**src/rtl/pal_check_seq_if.sv**
```systemverilog
// pal_check_seq_if: request/result valid-ready bus for pal_check_seq
// master = request source and result consumer, slave = pal_check_seq
interface pal_check_seq_if;
  logic        in_valid, in_ready, mode, out_valid, out_ready, is_palindrome;
  logic [15:0] number;
  modport master (output in_valid, number, mode, out_ready, input in_ready, out_valid, is_palindrome);
  modport slave  (input in_valid, number, mode, out_ready, output in_ready, out_valid, is_palindrome);
endinterface

```
**src/rtl/pal_check_seq.sv**
```systemverilog
// pal_check_seq: multi-cycle 16-bit binary / 5-digit decimal palindrome checker
// Ports: clk, rst_n (async active-low), bus (slave: in_valid/in_ready/number/mode in,
// out_valid/out_ready/is_palindrome out). Define PAL_STATS_EN for stat_total/stat_pal.
module pal_check_seq (
  input  logic           clk,
  input  logic           rst_n,
  pal_check_seq_if.slave bus
`ifdef PAL_STATS_EN
  ,
  output logic [15:0]    stat_total,
  output logic [15:0]    stat_pal
`endif
);
  typedef enum logic [2:0] {IDLE, BIN, DIV, CMP, DONE} state_t;
  state_t      r_state;
  logic [15:0] r_q;
  logic [3:0]  r_idx, r_r, r_d0, r_d1, r_d3, r_d4;
  logic [2:0]  r_k;
  logic        r_pal;
  logic [4:0]  w_t;
  logic [3:0]  w_rn, w_mir;
  logic        w_ge, w_mis;
  // remainder never exceeds 9, so t-10 fits in 4 bits modulo 16
  assign w_t   = {r_r, r_q[15]};
  assign w_ge  = w_t >= 5'd10;
  assign w_rn  = w_ge ? w_t[3:0] - 4'd10 : w_t[3:0];
  assign w_mir = 4'd15 - r_idx;
  assign w_mis = r_q[r_idx] != r_q[w_mir];
  always_ff @(posedge clk or negedge rst_n)
    if (!rst_n) begin
      r_state           <= IDLE;
      r_q               <= '0;
      r_idx             <= '0;
      r_r               <= '0;
      r_k               <= '0;
      r_pal             <= 1'b0;
      r_d0              <= '0;
      r_d1              <= '0;
      r_d3              <= '0;
      r_d4              <= '0;
      bus.in_ready      <= 1'b1;
      bus.out_valid     <= 1'b0;
      bus.is_palindrome <= 1'b0;
    end else
      case (r_state)
        IDLE: if (bus.in_valid) begin
          r_q          <= bus.number;
          r_pal        <= 1'b1;
          r_idx        <= '0;
          r_r          <= '0;
          r_k          <= '0;
          r_state      <= bus.mode ? DIV : BIN;
          bus.in_ready <= 1'b0;
        end
        BIN: begin
          r_pal <= r_pal & ~w_mis;
          r_idx <= r_idx + 4'd1;
          if (r_idx == 4'd7) begin
            r_state           <= DONE;
            bus.out_valid     <= 1'b1;
            bus.is_palindrome <= r_pal & ~w_mis;
          end
        end
        DIV: begin
          // quotient bits shift into q, so q holds the next dividend after 16 steps
          r_q   <= {r_q[14:0], w_ge};
          r_idx <= r_idx + 4'd1;
          r_r   <= r_idx == 4'd15 ? 4'd0 : w_rn;
          if (r_idx == 4'd15) begin
            r_k <= r_k + 3'd1;
            if (r_k == 3'd0) r_d0 <= w_rn;
            if (r_k == 3'd1) r_d1 <= w_rn;
            if (r_k == 3'd3) r_d3 <= w_rn;
            if (r_k == 3'd4) r_d4 <= w_rn;
            if (r_k == 3'd4) r_state <= CMP;
          end
        end
        CMP: begin
          r_pal             <= (r_d0 == r_d4) && (r_d1 == r_d3);
          bus.is_palindrome <= (r_d0 == r_d4) && (r_d1 == r_d3);
          bus.out_valid     <= 1'b1;
          r_state           <= DONE;
        end
        DONE: if (bus.out_ready) begin
          bus.out_valid <= 1'b0;
          bus.in_ready  <= 1'b1;
          r_state       <= IDLE;
        end
        default: begin
          r_state       <= IDLE;
          bus.in_ready  <= 1'b1;
          bus.out_valid <= 1'b0;
        end
      endcase
`ifdef PAL_STATS_EN
  always_ff @(posedge clk or negedge rst_n)
    if (!rst_n) begin
      stat_total <= '0;
      stat_pal   <= '0;
    end else if (r_state == DONE && bus.out_ready) begin
      stat_total <= stat_total + {15'd0, ~&stat_total};
      stat_pal   <= stat_pal + {15'd0, bus.is_palindrome & ~&stat_pal};
    end
`endif
endmodule

```
**src/flat_wrapper.sv**
```systemverilog
// flat-port wrapper written by rule: the top's interface ports become plain ports
module pal_check_seq_flat 
  (clk, rst_n, bus_in_valid, bus_number, bus_mode, bus_out_ready, bus_in_ready, bus_out_valid, bus_is_palindrome);
  pal_check_seq_if bus_i ();
  input  logic clk;
  input  logic rst_n;
  input wire logic [$bits(bus_i.in_valid)-1:0] bus_in_valid;
  input wire logic [$bits(bus_i.number)-1:0] bus_number;
  input wire logic [$bits(bus_i.mode)-1:0] bus_mode;
  input wire logic [$bits(bus_i.out_ready)-1:0] bus_out_ready;
  output wire logic [$bits(bus_i.in_ready)-1:0] bus_in_ready;
  output wire logic [$bits(bus_i.out_valid)-1:0] bus_out_valid;
  output wire logic [$bits(bus_i.is_palindrome)-1:0] bus_is_palindrome;
  assign bus_i.in_valid = bus_in_valid;
  assign bus_i.number = bus_number;
  assign bus_i.mode = bus_mode;
  assign bus_i.out_ready = bus_out_ready;
  assign bus_in_ready = bus_i.in_ready;
  assign bus_out_valid = bus_i.out_valid;
  assign bus_is_palindrome = bus_i.is_palindrome;
  pal_check_seq u_core (.clk(clk), .rst_n(rst_n), .bus(bus_i));
endmodule
```
**config.mk**
```make
export PLATFORM = sky130hd
export DESIGN_NAME = pal_check_seq_flat
export DESIGN_NICKNAME = d
export VERILOG_FILES = /design/src/rtl/pal_check_seq_if.sv /design/src/rtl/pal_check_seq.sv /design/src/flat_wrapper.sv
export SDC_FILE = /design/constraint.sdc
export NUM_CORES = 1
export LEC_CHECK = 0
export CAP_MARGIN = 20
export CORE_ASPECT_RATIO = 0.5
export CORE_MARGIN = 2
export CORE_UTILIZATION = 45
export CTS_CLUSTER_SIZE = 24
export DETAILED_ROUTE_END_ITERATION = 10
export PLACE_DENSITY = 0.77
export SLEW_MARGIN = 20
export SYNTH_ARGS = -nofsm -noshare
export SYNTH_HDL_FRONTEND = slang
export SYNTH_SLANG_ARGS = --single-unit
```
**constraint.sdc**
```tcl
create_clock -name clk -period 5.29 [get_ports clk]
set_input_delay 1.058 -clock clk [delete_from_list [all_inputs] [get_ports clk]]
set_output_delay 1.058 -clock clk [all_outputs]
set_load 0.03 [all_outputs]
```
==> impl_metrics.toml <==
[clock_tree]
cts_resized = 0
cts_setup_buffers = 0
clockBufferDepth = 2
cts_tree = "done"
cts_sinks = 50
clock-root-buffer = "clkbuf_16"
cts_buffers = 5
htreeDepth = 2
insertion_delay_ns = 0.29
cts_hold_buf = 0
clk_pin_slew_worst_paths_ns = 0.07

[cells_and_area]
layout.nets = 335
antenna_cells = 0
regArea_um2 = 1250
final_cells = 397
area_growth_pct = 15.5
drive_above_1_share_pct = 6.80
multi_input_area_um2 = 1410
fillers = 519

[worst_setup_path]
cp_slowest_cell = "clkdlybuf4s50_1"
worst_path_largest_cell_delay_ns = 0.55
criticalPathCategory = "in -> reg"
crit_path_cell_trace = "clkdlybuf4s50_1, nor2b_1, a21oi_1, a211oi_1, inv_1, a2111oi_0"
critPathMaxFanout = 5
cp_top_family = "compound AO/OA/AOI/OAI gates"
startpoint_type = "input port"
path_depth = 6
path_buf_inv = 2
crit_required_ns = 5.45
reg2reg_depth = 6
worstSetupEndpointType = "register"
arrival_ns = 2.73

[min_path]
hold_path_class = "reg -> reg"
hold_depth = 2

[placement]
gp_congestion = 0.823
dp.cells = 389
preCtsSetupSlack_ns = 2.43
hpwl_um = 4050
io_buffers = 23

[logic_synthesis]
synth_cells = 292
yosys-top-cells-area = "dfrtp_1 44%, mux4_1 7.5%, nand2_1 6.7%, a31oi_1 4.0%, nor2_1 3.8%"
ys_types = 42
netlist_area_um2 = 2790
async_flop_share_pct = 100
synth_area_per_cell_um2 = 9.55
post-synth-top-area-fraction_pct = 44.0
yosysSeqAreaShare_pct = 44.9
synthFlopType = "dfrtp_1"
synth-edff-count = 0
ys.warnings.count = 0
syn-num-nets = 319
yosysTopAreaCell = "dfrtp_1"
ys_ff_latch = 50

[global_routing]
overflow = 0
grt_pass1_wl_um = 9720
grt_pass1_vias = 2017
antenna_found_initial = 0
grt_usage_pct = 18.5
grt_max_degree = 51

[routing]
vias = 2189
drtIter0Drc = 153
vias_per_cell = 5.51
routedWlPerCell_um = 15.0
dr.pass1.iters = 4
wl_um = 5940
ant_nets = 0
drc = 0

[sta]
setup_viol = 0
fmax_mhz = 389
slew_viol_final = 0
worst_slew_pin_slew_ns = 0.688
setup_tns_ns = 0
finalHoldViolations = 0
finClkSkew_ns = 0.00417
setup_slack_ns = 2.72
max_slew_margin_pct = 54.2
post-route-period-util_pct = 48.6
period_minus_slack_ns = 2.57
grt_setup_unrepaired = "no"

[power_and_ir_drop]
leakagePower_uw = 0.00135
vdd_drop_max_v = 0.000172
power_density_nw_per_um2 = 564
power.total_uw = 1820

[run]
maxCapViolCount = 0

[floorplanning]
die_h_um = 59.7
die-area_um2 = 6880
core-area_um2 = 6030
ios = 24
die_w_um = 115
initial_core_util_pct = 46.2
rows = 20

[run_status]
outcome = "finished, final reports clean"
-- worst min-delay path: stages, from the launching register on --
cell,delay [ns]
dfstp_2,0.38
nor2_1,0.08
a21oi_1,0.05
-- metal layers --
| metal | track usage, % | part of all wire (%) | vias to the layer above |
|---|---|---|---|
| li1 | - | - | 1064 |
| met1 | 24.6 | 46 | 1068 |
| met2 | 30.9 | 48 | 52 |
| met3 | 4.67 | 4.6 | 5 |
| met4 | 4.65 | 1.0 | 0 |
| met5 | 0 | 0 | - |
-- where the power goes --
part | total, uW | switching [uW] | internal, uW
Clock | 366 | 144 | 222
Combinational | 763 | 406 | 357
Sequential | 687 | 184 | 503
Total | 1820 | 734 | 1080
-- flip-flops by register name, indices dropped and copies added (netlist names) --
register / cells
u_core.bus.in_ready: 1
u_core.bus.is_palindrome: 1
u_core.bus.out_valid: 1
u_core.r_d0: 4
u_core.r_d1: 4
u_core.r_d3: 4
u_core.r_d4: 4
u_core.r_idx: 4
u_core.r_k: 3
u_core.r_pal: 1
u_core.r_q: 16
u_core.r_r: 4
u_core.r_state: 3
-- cells by family (layout without fill, tap and decap cells) --
group / Yosys count / count (layout) / share of synthesized area, %
DFF: 50 / 50 / 44.9
muxes: 20 / 20 / 12.1
and+or+nand+nor: 109 / 109 / 17.6
buffers and inverters: 28 / 45 / 4.67
adders and majority gates: 6 / 6 / 2.69
xor gates and xnor gates: 12 / 12 / 3.77
AOI/OAI and AO/OA: 67 / 67 / 14.3
-- stage by stage --
step / utilization [%] / hold slack [ns] / cell area [um^2]
floorplan: - / 0.470 / 2790
global placement: 50.6 / 0.484 / 3050
detailed placement: 50.6 / 0.494 / 3050
CTS: 53.4 / 0.510 / 3220
global route: 53.4 / 0.539 / 3220
finish: 53.4 / 0.505 / 3220
-- cells in the mapped netlist, types with 6 or more instances --
| cell type | instances |
|---|---|
| nor2_1 | 28 |
| nand2_1 | 50 |
| mux4_1 | 8 |
| inv_1 | 12 |
| mux2i_1 | 7 |
| nand3_1 | 8 |
| o21ai_0 | 19 |
| dfrtp_1 | 49 |
| a21oi_1 | 16 |
| clkbuf_1 | 8 |
| a31oi_1 | 18 |
| xnor2_1 | 11 |
| ha_1 | 6 |
-- worst paths after layout --
kind | start | to | slack [ns]
setup reg to reg | u_core.r_idx[0]$_DFFE_PN0P_ | u_core.r_state[0]$_DFFE_PN0P_ | 2.80
max in group asynchronous | rst_n | u_core.r_k[0]$_DFFE_PN0P_ | 4.08
min in group asynchronous | rst_n | u_core.r_d3[0]$_DFFE_PN0P_ | 0.78
hold reg to reg | u_core.bus.in_ready$_DFFE_PN1P_ | u_core.bus.in_ready$_DFFE_PN1P_ | 0.50
hold / removal | u_core.bus.in_ready$_DFFE_PN1P_ | u_core.bus.in_ready$_DFFE_PN1P_ | 0.50
setup / recovery | bus_in_valid | u_core.r_state[0]$_DFFE_PN0P_ | 2.72
-- cell type report --
| cell class | count | share of cell area, % |
|---|---|---|
| Clock buffer | 5 | 3.88 |
| Clock inverter | 3 | 1.24 |
| Inverter | 12 | 1.40 |
| Multi-Input combinational cell | 214 | 43.7 |
| Sequential cell | 50 | 38.9 |
| Tap cell | 88 | 3.42 |
| Timing Repair Buffer | 25 | 7.53 |
-- cell usage in the layout (no fill, tap or decap), drive strengths merged, types with 2 or more instances in the layout --
master         instances
and3                   3
clkbuf                 5
nor3                   4
clkdlybuf4s50         22
nand2b                 2
mux2i                  7
a31oi                 18
clkinv                 2
nand3                  8
o21ai                 19
a22oi                  2
mux4                   8
nor2                  29
dfrtp                 49
mux2                   5
nand2                 50
xnor2                 11
a21oi                 16
inv                   12
nor2b                  2
ha                     6
buf                    3
or3                    2
nor3b                  5
o31ai                  3
a211oi                 3
(Power assumes the default switching activity.)
